`config.mk`:
```
export PLATFORM = sky130hd
export DESIGN_NAME = sd_responder
export DESIGN_NICKNAME = d
export VERILOG_FILES = /design/src/rtl/sd_responder_pkg.sv /design/src/rtl/sd_spi_shifter.sv /design/src/rtl/sd_responder.sv
export SDC_FILE = /design/constraint.sdc
export NUM_CORES = 1
export LEC_CHECK = 0
export ABC_AREA = 0
export BUFFER_PORTS_ARGS = -buffer_cell sky130_fd_sc_hd__buf_4
export CORE_ASPECT_RATIO = 0.7
export CORE_MARGIN = 2
export CORE_UTILIZATION = 40
export DETAILED_ROUTE_END_ITERATION = 7
export PLACE_DENSITY = 0.55
export SYNTH_ARGS = -nofsm -noshare
export SYNTH_HDL_FRONTEND = slang
export SYNTH_SLANG_ARGS = --single-unit
```
`constraint.sdc`:
```
create_clock -name clock -period 8.85 [get_ports clock]
set_input_delay 1.3275 -clock clock [delete_from_list [all_inputs] [get_ports clock]]
set_output_delay 1.3275 -clock clock [all_outputs]
set_load 0.1 [all_outputs]
```
`src/rtl/sd_responder_pkg.sv`:
```
// Shared types and constants for the SD-card SPI-mode responder.
package sd_responder_pkg;

  typedef enum logic [2:0] {
    ST_HUNT, ST_CMD, ST_NCR, ST_RESP, ST_NAC, ST_TOKEN, ST_DATA, ST_CRC
  } state_t;

  localparam logic [5:0] CMD_GO_IDLE         = 6'd0;
  localparam logic [5:0] CMD_SEND_IF_COND    = 6'd8;
  localparam logic [5:0] CMD_READ_SINGLE     = 6'd17;
  localparam logic [5:0] CMD_SD_SEND_OP_COND = 6'd41;
  localparam logic [5:0] CMD_APP_CMD         = 6'd55;
  localparam logic [5:0] CMD_READ_OCR        = 6'd58;

  localparam logic [7:0] DATA_TOKEN  = 8'hFE;
  localparam logic [7:0] IDLE_BYTE   = 8'hFF;
  localparam int         BLOCK_BYTES = 512;

  function automatic logic [7:0] r1_byte(input logic idle, input logic illegal);
    return {5'b0, illegal, 1'b0, idle};
  endfunction

endpackage

```
`src/rtl/sd_spi_shifter.sv`:
```
// SPI mode-0 slave front end: input synchronizers, SCLK edge detect, bit counter
// and the receive/transmit byte shift registers.
module sd_spi_shifter
  import sd_responder_pkg::*;
(
  input  logic       clock,
  input  logic       reset,
  input  logic       spi_cs,
  input  logic       spi_sclk,
  input  logic       spi_mosi,
  input  logic [7:0] tx_byte,
  output logic       cs_sync,
  output logic       rx_valid,
  output logic [7:0] rx_byte,
  output logic       tx_load,
  output logic       miso
);

  logic [1:0] cs_ff, sclk_ff, mosi_ff;
  logic       sclk_d;
  logic [2:0] bit_cnt;
  logic [6:0] rx_sh;
  logic [7:0] tx_sh;
  logic       load_pend;
  logic       sclk_rise, sclk_fall;

  assign cs_sync   = cs_ff[1];
  assign sclk_rise = sclk_ff[1] & ~sclk_d;
  assign sclk_fall = ~sclk_ff[1] & sclk_d;

  always_ff @(posedge clock or posedge reset) begin
    if (reset) begin
      cs_ff     <= 2'b11;
      sclk_ff   <= 2'b00;
      mosi_ff   <= 2'b00;
      sclk_d    <= 1'b0;
      bit_cnt   <= '0;
      rx_sh     <= '0;
      rx_byte   <= '0;
      rx_valid  <= 1'b0;
      tx_sh     <= IDLE_BYTE;
      tx_load   <= 1'b0;
      load_pend <= 1'b0;
      miso      <= 1'b1;
    end else begin
      cs_ff    <= {cs_ff[0], spi_cs};
      sclk_ff  <= {sclk_ff[0], spi_sclk};
      mosi_ff  <= {mosi_ff[0], spi_mosi};
      sclk_d   <= sclk_ff[1];
      rx_valid <= 1'b0;
      tx_load  <= 1'b0;
      if (cs_ff[1]) begin
        bit_cnt   <= '0;
        load_pend <= 1'b0;
        tx_sh     <= IDLE_BYTE;
        miso      <= 1'b1;
      end else if (sclk_rise) begin
        rx_sh   <= {rx_sh[5:0], mosi_ff[1]};
        bit_cnt <= bit_cnt + 3'd1;
        if (bit_cnt == 3'd7) begin
          rx_valid  <= 1'b1;
          rx_byte   <= {rx_sh, mosi_ff[1]};
          load_pend <= 1'b1;
        end
      end else if (sclk_fall) begin
        // the fall closing a byte loads the next one with its MSB already on the wire
        if (load_pend) begin
          tx_sh     <= tx_byte;
          miso      <= tx_byte[7];
          load_pend <= 1'b0;
          tx_load   <= 1'b1;
        end else begin
          tx_sh <= {tx_sh[6:0], 1'b1};
          miso  <= tx_sh[6];
        end
      end
    end
  end

endmodule

```
`src/rtl/sd_responder.sv`:
```
// SD-card SPI-mode responder: answers the init command subset and streams one block per CMD17.
// state  | meaning
// HUNT   | waiting for a 01xxxxxx command byte
// CMD    | collecting 4 argument bytes and the CRC byte
// NCR    | 0xFF filler before the response
// RESP   | sending R1 / R3 / R7 bytes
// NAC    | 0xFF filler before the data token
// TOKEN  | sending 0xFE
// DATA   | streaming block bytes from rd_data
// CRC    | two 0xFF CRC bytes
module sd_responder
  import sd_responder_pkg::*;
#(
  parameter int INIT_RETRIES = 1,
  parameter int NCR_BYTES    = 1,
  parameter int NAC_BYTES    = 2
) (
  input  logic        clock,
  input  logic        reset,
  input  logic        SPI_CS,
  input  logic        SPI_SCLK,
  input  logic        SPI_MOSI,
  output logic        SPI_MISO,
  output logic        rd_req,
  output logic [31:0] rd_lba,
  output logic [8:0]  rd_addr,
  input  logic [7:0]  rd_data
);

  localparam logic [9:0] NCR_LAST  = 10'(NCR_BYTES - 1);
  localparam logic [9:0] NAC_LAST  = 10'(NAC_BYTES - 1);
  localparam logic [9:0] DATA_LAST = 10'(BLOCK_BYTES - 1);

  state_t      state;
  logic        cs_sync, rx_valid, tx_load;
  logic [7:0]  rx_byte, tx_byte;
  logic [5:0]  cmd_idx;
  logic [31:0] arg;
  logic [9:0]  cnt;
  logic        idle, app, go_data;
  logic [7:0]  retry;
  logic [39:0] resp_q;
  logic [2:0]  resp_len;

  logic        acmd41, idle_n, go_n;
  logic [7:0]  retry_n, r1;
  logic [39:0] resp_n;
  logic [2:0]  len_n;

  sd_spi_shifter u_shifter (
    .clock    (clock),
    .reset    (reset),
    .spi_cs   (SPI_CS),
    .spi_sclk (SPI_SCLK),
    .spi_mosi (SPI_MOSI),
    .tx_byte  (tx_byte),
    .cs_sync  (cs_sync),
    .rx_valid (rx_valid),
    .rx_byte  (rx_byte),
    .tx_load  (tx_load),
    .miso     (SPI_MISO)
  );

  // Response and flag updates for the command whose CRC byte is arriving.
  always_comb begin
    acmd41  = app && (cmd_idx == CMD_SD_SEND_OP_COND);
    idle_n  = idle;
    retry_n = retry;
    if (cmd_idx == CMD_GO_IDLE) begin
      idle_n  = 1'b1;
      retry_n = '0;
    end else if (acmd41) begin
      if (retry < 8'(INIT_RETRIES)) retry_n = retry + 8'd1;
      else                          idle_n  = 1'b0;
    end
    r1     = r1_byte(idle_n, 1'b0);
    resp_n = {r1, 32'hFFFF_FFFF};
    len_n  = 3'd1;
    go_n   = 1'b0;
    case (cmd_idx)
      CMD_GO_IDLE, CMD_APP_CMD: begin end
      CMD_SEND_IF_COND: begin
        resp_n = {r1, 24'h00_0001, arg[7:0]};
        len_n  = 3'd5;
      end
      CMD_READ_OCR: begin
        resp_n = {r1, 32'hC0FF_8000};
        len_n  = 3'd5;
      end
      CMD_READ_SINGLE:     go_n = !idle;
      CMD_SD_SEND_OP_COND: if (!acmd41) resp_n = {r1_byte(idle_n, 1'b1), 32'hFFFF_FFFF};
      default:             resp_n = {r1_byte(idle_n, 1'b1), 32'hFFFF_FFFF};
    endcase
  end

  // Each rx_valid closes a byte slot; tx_byte is what the next slot will carry.
  always_ff @(posedge clock or posedge reset) begin
    if (reset) begin
      state    <= ST_HUNT;
      tx_byte  <= IDLE_BYTE;
      cmd_idx  <= '0;
      arg      <= '0;
      cnt      <= '0;
      idle     <= 1'b1;
      app      <= 1'b0;
      retry    <= '0;
      resp_q   <= '1;
      resp_len <= 3'd1;
      go_data  <= 1'b0;
      rd_req   <= 1'b0;
      rd_lba   <= '0;
      rd_addr  <= '0;
    end else begin
      rd_req <= 1'b0;
      if (cs_sync) begin
        state   <= ST_HUNT;
        tx_byte <= IDLE_BYTE;
      end else begin
        if (tx_load && state == ST_DATA) rd_addr <= rd_addr + 9'd1;
        if (rx_valid) begin
          tx_byte <= IDLE_BYTE;
          case (state)
            ST_HUNT:
              if (rx_byte[7:6] == 2'b01) begin
                state   <= ST_CMD;
                cmd_idx <= rx_byte[5:0];
                cnt     <= '0;
              end
            ST_CMD:
              if (cnt == 10'd4) begin
                idle     <= idle_n;
                retry    <= retry_n;
                app      <= (cmd_idx == CMD_APP_CMD);
                resp_q   <= resp_n;
                resp_len <= len_n;
                go_data  <= go_n;
                if (go_n) begin
                  rd_req  <= 1'b1;
                  rd_lba  <= arg;
                  rd_addr <= '0;
                end
                state <= ST_NCR;
                cnt   <= '0;
              end else begin
                arg <= {arg[23:0], rx_byte};
                cnt <= cnt + 10'd1;
              end
            ST_NCR:
              if (cnt == NCR_LAST) begin
                state   <= ST_RESP;
                cnt     <= 10'd1;
                tx_byte <= resp_q[39:32];
                resp_q  <= {resp_q[31:0], IDLE_BYTE};
              end else cnt <= cnt + 10'd1;
            ST_RESP:
              if (cnt == {7'd0, resp_len}) begin
                state <= go_data ? ST_NAC : ST_HUNT;
                cnt   <= '0;
              end else begin
                tx_byte <= resp_q[39:32];
                resp_q  <= {resp_q[31:0], IDLE_BYTE};
                cnt     <= cnt + 10'd1;
              end
            ST_NAC:
              if (cnt == NAC_LAST) begin
                state   <= ST_TOKEN;
                tx_byte <= DATA_TOKEN;
              end else cnt <= cnt + 10'd1;
            ST_TOKEN: begin
              state   <= ST_DATA;
              tx_byte <= rd_data;
              cnt     <= '0;
            end
            ST_DATA:
              if (cnt == DATA_LAST) begin
                state <= ST_CRC;
                cnt   <= '0;
              end else begin
                tx_byte <= rd_data;
                cnt     <= cnt + 10'd1;
              end
            ST_CRC:
              if (cnt == 10'd1) state <= ST_HUNT;
              else              cnt   <= cnt + 10'd1;
          endcase
        end
      end
    end
  end

endmodule
```
Word level (Yosys, flattened, before mapping). Index checks and enable logic that the tools add are counted.

Add/sub/neg operators: 4. Multipliers: 0. Div/mod/pow operators: 0. Magnitude comparators: 1. Eq/ne operators: 32. Shift operators: 0. Muxes and demuxes: 70. Bitwise logic cells: 6. Reduce and logical (&&, ||, !) cells: 28.

Operator list (count): $pmux W35 S4 (1); $mux W40 (3); $pmux W40 S3 (1); $pmux W10 S7 (1); $mux W8 (8); $mux W10 (6); $mux W9 (5); $pmux W8 S5 (1); $mux W3 (13); $mux W35 (1); $mux W7 (4); $mux W1 (25); $pmux W3 S8 (1); $ne A3 B2 Y1 const B (7); $eq A6 B6 Y1 const B (3); $reduce_and A4 Y1 (4); $eq A3 B3 Y1 const B (5); $reduce_and A6 Y1 (2); $add A10 B1 Y10 const B (1); $eq A10 B1 Y1 const B (1); $eq A10 B3 Y1 (1); $eq A10 B3 Y1 const B (1); $eq A10 B9 Y1 const B (1); $logic_not A10 Y1 (1); 26 further kinds (44).

Register bits after elaboration: 191. Bits in latches: 0. Bits in writable memories: 0. Memory bits (read-only): 0. Input port bits: 13. Output and inout port bits: 43. Logic and storage cells: 167. Memories: 0.

Logic depth before layout (Yosys ltp). Gate-level depths: netlist of the first run.

Depth after elaboration: 8. Depth in mapped cells: 10. Depth with buffers taken out: 8.

Cells and area by module. A second synthesis of the first run with hierarchy kept.

Cell total of the unflattened synthesis: 698. Area total of the unflattened synthesis: 8545.7 um^2.

Modules (own cells, without submodules): sd_responder (times used 1, cells each 609, area an instance 7105.6 um^2, seq. area each 3890.0 um^2); sd_spi_shifter (times used 1, cells each 89, area an instance 1440.1 um^2, seq. area each 913.4 um^2).

Worst setup path before layout of the first run. Ideal clock, no wire load.

Path kind: register to register. Start point: register cnt[4]. End point: register rd_lba[20]. Library setup time: 125 ps. Arrival: 2228 ps. Required time: 8725 ps. Setup slack: 6497 ps. Cell stages (with the launch flop): 9. Buffers on the path: 3. Period minus slack after synthesis: 2353 ps. Cell sequence: dfrtp_1 -> buf_2 -> nor4_4 -> nand4_1 -> or2_1 -> buf_6 -> nor3_4 -> buf_6 -> mux2_2.

Longest elaborated chain between the ends: 2.

Ends and longest elaborated chain: from (decl) (RTL line sd_responder.sv:39) `logic [9:0] cnt;`; from (signal assigned) (RTL line sd_responder.sv:146) `cnt <= cnt + 10'd1;`; from (signal assigned) (RTL line sd_responder.sv:154) `end else cnt <= cnt + 10'd1;`; from (signal assigned) (RTL line sd_responder.sv:162) `cnt <= cnt + 10'd1;`; $eq A10 B3 Y1 (RTL line sd_responder.sv:130) `if (cnt == 10'd4) begin`; $reduce_and A5 Y1 (no source line); to (signal assigned) (RTL line sd_responder.sv:139) `rd_lba <= arg;`; to (decl) (RTL line sd_responder.sv:25) `output logic [31:0] rd_lba,`.

No other way between the ends. A chain may end at the register's enable or synchronous reset.

Final worst setup path of the first run.
Start point: register cnt[4]. End point: register rd_lba[3].

Same word-level chain as after synthesis.

==> results.cfg, run 1 <==
[clock_tree]
cts_resized = 0
htree_levels = 4
post_cts_buffers = 0
cts_buffers = 17
cts_root_buf = clkbuf_16
clock_latency_ns = 0.44
cts_sinks = 189
tritoncts = built
cts_hold_buf = 0
cts_max_path_buffers = 2
clk_pin_slew_ns = 0.08

[setup_path]
crit_fanout = 41
crit_chain = nor4_4 > nand4_1 > or2_1 > nor3_4 > buf_4 > mux2_2
crit_path_max_incr_delay_ns = 0.60
worst-setup-path-type = flip-flop to flip-flop
critPathCaptureType = flip-flop
cp.depth = 6
slowest_stage = nor4_4
r2r_slack_ns = 5.86
critPathBufInv = 1
start_kind = flip-flop
r2r_cells = 6
cp.arrival_ns = 3.30
cp_top_family = simple AND/OR/NAND/NOR gates
cp_data_required_time_ns = 9.16

[global_route]
antenna_found_initial = 0
grt_pass1_vias = 5831
grt_max_degree = 128
track_usage_pct = 17.4
overflow = 0
grt_pass1_wl_um = 30800

[yosys]
ys_types = 60
synth_edf_count = 0
synth_area_leader_cell = dfrtp_1
synth.cell_area_um2 = 8500
ys.flop_type = dfrtp_1
yosys-top-cells-area = dfrtp_1 (38%), dfstp_2 (18%), mux2_2 (10%), o21ai_0 (4.2%), nand2_1 (4.2%)
avgSynthCellArea_um2 = 10.9
synth_seq_cells = 189
ys_warn_count = 0
synthArstFlopShare_pct = 100
synthCells = 779
syn-num-nets = 802
ys_seq_area_share_pct = 56.5
synth_top_area_share_pct = 38.3

[layout]
nNetsFinal = 835
fillerInstances = 1953
drive_gt1_share_pct = 29.6
utilization_pct = 46.6
area.growth.synth_to_final_pct = 14.1
multi_input_area_um2 = 3400
num_antenna_cells = 0
regArea_um2 = 4800

[placement]
gp_congestion = 0.808
dpl.hpwl_um = 12300
io_buffer_count = 55
pre_cts_slack_ns = 5.87

[drt]
drt_wl_total_um = 18400
drtPass1Iterations = 5
routedWlPerCell_um = 16.7
drcViolationCount = 0
drtIter0Drc = 405
routed_via_density = 5.23
drtAntennaViolNets = 0
num_vias = 5761

[floorplanning]
die_y_um = 126
core_area_um2 = 20800
pin_count = 56
die-width_um = 178
die_area_um2 = 22500
initial_core_util_pct = 40.8
row_count = 44

[pwr]
combPwrFrac_pct = 2.8
vdd_drop_max_v = 0.000111
p_clk_share_pct = 44.5
powerDensity_nw_per_um2 = 175
finalPower_mw = 1.70
swShare_pct = 24.1
internal_power_mw = 1.29
p_leak_nw = 4.33
netSwitchingPower_mw = 0.410
seq_power_share_pct = 52.8

[sta]
slew_headroom_pct = 33.0
max_freq_mhz = 335
finalHoldViolCount = 0
drv_slew = 0
period_share_pct = 33.7
setup_viol_count_final = 0
fin_worst_skew_ns = 0.00920
setup_slack_ns = 5.86
max_slew.worst_pin.slew_ns = 1.00
post-route-min-period_ns = 2.99
rsz0062_at_grt = false
tns_ns = 0

[min_path]
min_path_cells = 0
hold_class = flip-flop to flip-flop

[flow_run]
drv_cap = 0

[run_status]
status = complete, no violations
cell usage in the layout (no fill, tap or decap), types with 3 or more instances in the layout:
master / n
inv_1: 21
nand4_1: 12
nand3_1: 11
ha_1: 10
a22o_1: 3
nor3_1: 10
clkbuf_16: 17
o31ai_1: 3
nor2_1: 59
o22a_1: 7
nand2b_1: 8
mux2_2: 78
nor4_1: 3
a211o_1: 7
mux2i_1: 11
xnor2_1: 5
a21o_1: 3
dfrtp_1: 130
nor2b_1: 11
clkinv_4: 3
o21ai_0: 72
xor2_1: 6
nor3b_1: 3
a21oi_1: 34
or3_1: 5
nand3b_1: 3
dfstp_2: 59
and3_1: 6
a211oi_1: 11
a31oi_1: 7
buf_4: 62
nand2_1: 96
inv_8: 7
flip-flops by register name, summed over array words and instances, names as in the netlist, 2 cells and up:
register and count:
arg 32, cmd_idx 6, cnt 10, rd_addr 9, rd_lba 32, resp_q 40
retry 8, state 3, tx_byte 8, u_shifter.bit_cnt 3, u_shifter.cs_ff 2, u_shifter.mosi_ff 2
u_shifter.rx_byte 8, u_shifter.rx_sh 7, u_shifter.sclk_ff 2, u_shifter.tx_sh 7
layer usage:
metal  vias up  share of wire [%]  global-route usage (%)
li1       2788                  -                       -
met1      2883                 52                    26.4
met2        81                 44                    25.6
met3         9                3.4                    3.56
met4         0               0.76                    4.50
met5         -                  0                       0
synth_stat cells (11+ instances only):
cell / n
dfrtp_1: 130
clkbuf_1: 35
a21oi_1: 34
nand3_1: 11
o21ai_0: 72
a211oi_1: 11
nor2_1: 60
inv_1: 22
nand4_1: 12
mux2_2: 78
mux2i_1: 11
dfstp_2: 59
nor2b_1: 11
nand2_1: 96
power groups by stage:
stage	Clock, mW	Sequential (mW)	Combinational, mW
2_1_floorplan	0	0.909	0.0341
3_5_place_dp	0	0.911	0.0486
6_report	0.755	0.895	0.0468
5_1_grt	0.815	0.897	0.0548
4_1_cts	0.776	0.895	0.0488
3_3_place_gp	0	0.910	0.0467
stage by stage:
stage          std cells  area, um^2  hold slack [ns]
3_5_place_dp        1069        9110            0.346
5_1_grt             1101        9700            0.365
3_3_place_gp        1069        9110            0.347
2_1_floorplan        779        8500            0.331
6_report            1101        9700            0.359
4_1_cts             1101        9700            0.360
kinds of logic (layout without fill, tap and decap cells):
| group | after synthesis | after routing | share of synthesized area, % |
|---|---|---|---|
| flops | 189 | 189 | 56.5 |
| buf+inv | 71 | 117 | 3.59 |
| mux | 90 | 90 | 11.8 |
| compound gates | 163 | 163 | 11.6 |
| xor+xnor | 11 | 11 | 1.13 |
| simple gates | 245 | 245 | 14.0 |
| fa+ha+maj | 10 | 10 | 1.47 |
worst paths after layout:
kind | end | from
max in group asynchronous | arg[5] | reset
worst min-delay path | u_shifter.cs_ff[1] | u_shifter.cs_ff[0]
worst max register to register | rd_lba[3] | cnt[4]
min in group asynchronous | u_shifter.mosi_ff[0] | reset
worst max-delay path | rd_lba[3] | cnt[4]
worst min register to register | u_shifter.cs_ff[1] | u_shifter.cs_ff[0]
cell type report:
cell class / instances / share of cell area (%)
Sequential cell: 189 / 49.5
Multi-Input combinational cell: 519 / 35.1
Timing Repair Buffer: 62 / 4.80
Clock buffer: 18 / 4.53
Tap cell: 276 / 3.56
Clock inverter: 14 / 1.52
Inverter: 23 / 0.968
Note: power is estimated with default switching activity, not from simulation.
==> run 2, diff against run 1 <==
- ABC_AREA: 0 -> 1
- PLACE_DENSITY: 0.55 -> 0.57
- clock period: 8.85 -> 2.43 ns (I/O delays scaled with it)
==> run 2 against run 1 <==
  * Clock power rose to 3.5 times the previous value
  * Critical path depth increased by 3
  * Register-to-register slack lost 5.6 ns
  * Sequential share of layout area is 1.7 points lower
  * Power rose to 4.0 times the previous value
  * Final cell count rose by 24%
  * Flip-flop and latch count stayed put
  * Die area grew 3.0%
  * Largest cell class unchanged
  * Count of clock-buffer cells in the layout increased by 1
  * Global-route usage grew 0.10 points
  * Via count rose by 15%
  * Highest routed layer unchanged
  * Critical endpoint is now u_shifter.rx_byte[6]
  * First-iteration DRC count is 11% higher
==> results.cfg, run 2 <==
[run_status]
status = complete, no violations

[drt]
routed_via_density = 4.83
num_vias = 6597
drcViolationCount = 0
drt_wl_total_um = 19100
drtPass1Iterations = 7
drtAntennaViolNets = 0
routedWlPerCell_um = 13.9
drtIter0Drc = 451

[clock_tree]
cts_max_path_buffers = 2
tritoncts = built
cts_buffers = 17
cts_root_buf = clkbuf_16
post_cts_buffers = 0
clk_pin_slew_ns = 0.07
cts_sinks = 189
htree_levels = 4
cts_resized = 0
clock_latency_ns = 0.44

[layout]
largest_register_ffs = 40
area.growth.synth_to_final_pct = 14.5
nNetsFinal = 1095
final_common_cell = nand2_1
fillerInstances = 2116
largest_register = resp_q
multi_input_area_um2 = 3220
regArea_um2 = 4800
stdcell_count = 1367
fin_area_um2 = 10000
layout_common_cells = nand2_1 (272), o21ai_0 (150), dfrtp_1 (130), inv_1 (125), buf_4 (67)
drive_gt1_share_pct = 18.2
top_regs = resp_q (40), arg (32), rd_lba (32)
num_antenna_cells = 0

[yosys]
synth_seq_cells = 189
ys_types = 37
yosysMostFrequentCell = nand2_1
ys_seq_area_share_pct = 54.8
synth.cell_area_um2 = 8760
synth_area_leader_cell = dfrtp_1
yosys-top-cells-count = nand2_1 (272), o21ai_0 (150), dfrtp_1 (130)
syn-num-nets = 1042
yosys-top-cells-area = dfrtp_1 (37%), dfstp_2 (18%), nand2_1 (12%), o21ai_0 (8.6%), inv_1 (5.4%)
synth_top_area_share_pct = 37.1
synthCells = 1019
avgSynthCellArea_um2 = 8.60
ys.flop_type = dfrtp_1
synthArstFlopShare_pct = 100
synth_edf_count = 0
ys_warn_count = 0

[pwr]
internal_power_mw = 4.84
finalPower_mw = 6.72
seq_power_share_pct = 48.6
vdd_drop_max_v = 0.000467
swShare_pct = 28.0
p_leak_nw = 4.49
combPwrFrac_pct = 11.6
powerDensity_nw_per_um2 = 670
p_clk_share_pct = 39.8
netSwitchingPower_mw = 1.88

[sta]
slew_headroom_pct = 64.4
max_freq_mhz = 468
drv_slew = 0
post-route-min-period_ns = 2.14
period_share_pct = 87.9
finalHoldViolCount = 0
setup_viol_count_final = 0
rsz0062_at_grt = false
max_slew.worst_pin.slew_ns = 0.535
fin_worst_skew_ns = 0.00766

[setup_path]
cp_top_family = simple AND/OR/NAND/NOR gates
r2r_cells = 9
cp.arrival_ns = 2.45
r2r-start = u_shifter.sclk_d
worst-setup-path-type = flip-flop to flip-flop
slowest_stage = dfrtp_1
crit_chain = inv_1 > ha_1 > inv_1 > nor2_2 > clkinv_1 > nor2_4 > inv_1 > nand2_1 > o21ai_0
cp_data_required_time_ns = 2.75
start_kind = flip-flop
r2r_end = u_shifter.rx_byte[6]
critPathBufInv = 4
r2r_slack_ns = 0.29
cp_common_cell = inv_1
critPathCaptureType = flip-flop
crit_path_max_incr_delay_ns = 0.38
crit_fanout = 16

[placement]
gp_congestion = 0.815
post_dp_cell_area_um2 = 9480
dpl.hpwl_um = 13100
io_buffer_count = 55
dp.cells = 1334

[floorplanning]
pin_count = 56
die_y_um = 128
core_area_um2 = 21600
die-width_um = 181
row_count = 45
die_area_um2 = 23100
initial_core_util_pct = 40.6

[global_route]
overflow = 0
grt_pass1_vias = 6375
grt_pass1_wl_um = 32600
grt_max_degree = 82
antenna_found_initial = 0
track_usage_pct = 17.5

[min_path]
hold_class = input pin to flip-flop
min_path_cells = 1
hold_end = u_shifter.mosi_ff[0]
hp-start = SPI_MOSI

[flow_run]
drv_cap = 0
## run 2: layer usage
layer  track usage (%)  share of wire [%]  vias to the layer above
met5                 0                  0                        -
met4              3.98               0.66                        0
met3              3.86                3.6                        8
met2              24.6                 41                      102
met1              27.4                 55                     3137
li1                  -                  -                     3350
## run 2: worst max-delay path by stage
stage,startpoint,cells past startpoint,endpoint,slack [ns]
global placement,u_shifter.sclk_d,9,u_shifter.rx_byte[6],0.37
CTS,u_shifter.sclk_d,9,u_shifter.rx_byte[6],0.26
detailed placement,u_shifter.sclk_d,9,u_shifter.rx_byte[6],0.29
floorplan,reset,1,app,-0.32
global route,u_shifter.sclk_d,9,u_shifter.rx_byte[6],0.03
finish,u_shifter.sclk_d,9,u_shifter.rx_byte[6],0.29
## run 2: cell families after synthesis
logic type | count (synthesis) | synth area share [%]
AO/OA/AOI/OAI | 195 | 11.4
AND/OR/NAND/NOR | 441 | 22.4
flip-flops | 189 | 54.8
buffers and inverters | 169 | 8.41
multiplexers | 7 | 0.799
XOR/XNOR | 8 | 0.799
adder cells (fa/ha/maj) | 10 | 1.43
## run 2: stage by stage
stage                     hold WS (ns)  setup TNS [ns]  utilization, %  setup WS, ns
after floorplan                  0.331          -41.70               -        -0.321
after global placement           0.333               0            43.9         0.367
after detailed placement         0.335               0            43.9         0.290
after CTS                       0.0184               0            46.5         0.263
after global routing            0.0140               0            46.5        0.0264
final                           0.0344               0            46.5         0.293
## run 2: worst register-to-register path: stages, from the launching register on
cell and delay, ns:
dfrtp_1 0.38, inv_1 0.06, ha_1 0.20, inv_1 0.08, nor2_2 0.32, clkinv_1 0.37
nor2_4 0.36, inv_1 0.12, nand2_1 0.07, o21ai_0 0.07
## run 2: layout make-up
class / instances / area share [%]
Clock buffer: 19 / 4.31
Inverter: 130 / 4.90
Clock inverter: 13 / 1.17
Sequential cell: 189 / 47.9
Timing Repair Buffer: 73 / 6.11
Multi-Input combinational cell: 661 / 32.1
Tap cell: 282 / 3.52
## run 2: what timing repair did
item | CTS | global route
endpoints found under the setup margin | 0 | 0
hold endpoints to repair | 13 | 0
hold buffers | 1 | 0
## run 2: power groups by stage
stage	Clock (mW)	Combinational [mW]	Sequential, mW
6_report	2.68	0.780	3.27
5_1_grt	2.88	0.888	3.28
4_1_cts	2.73	0.783	3.27
3_5_place_dp	0	0.777	3.32
3_3_place_gp	0	0.777	3.32
2_1_floorplan	0	0.556	3.32
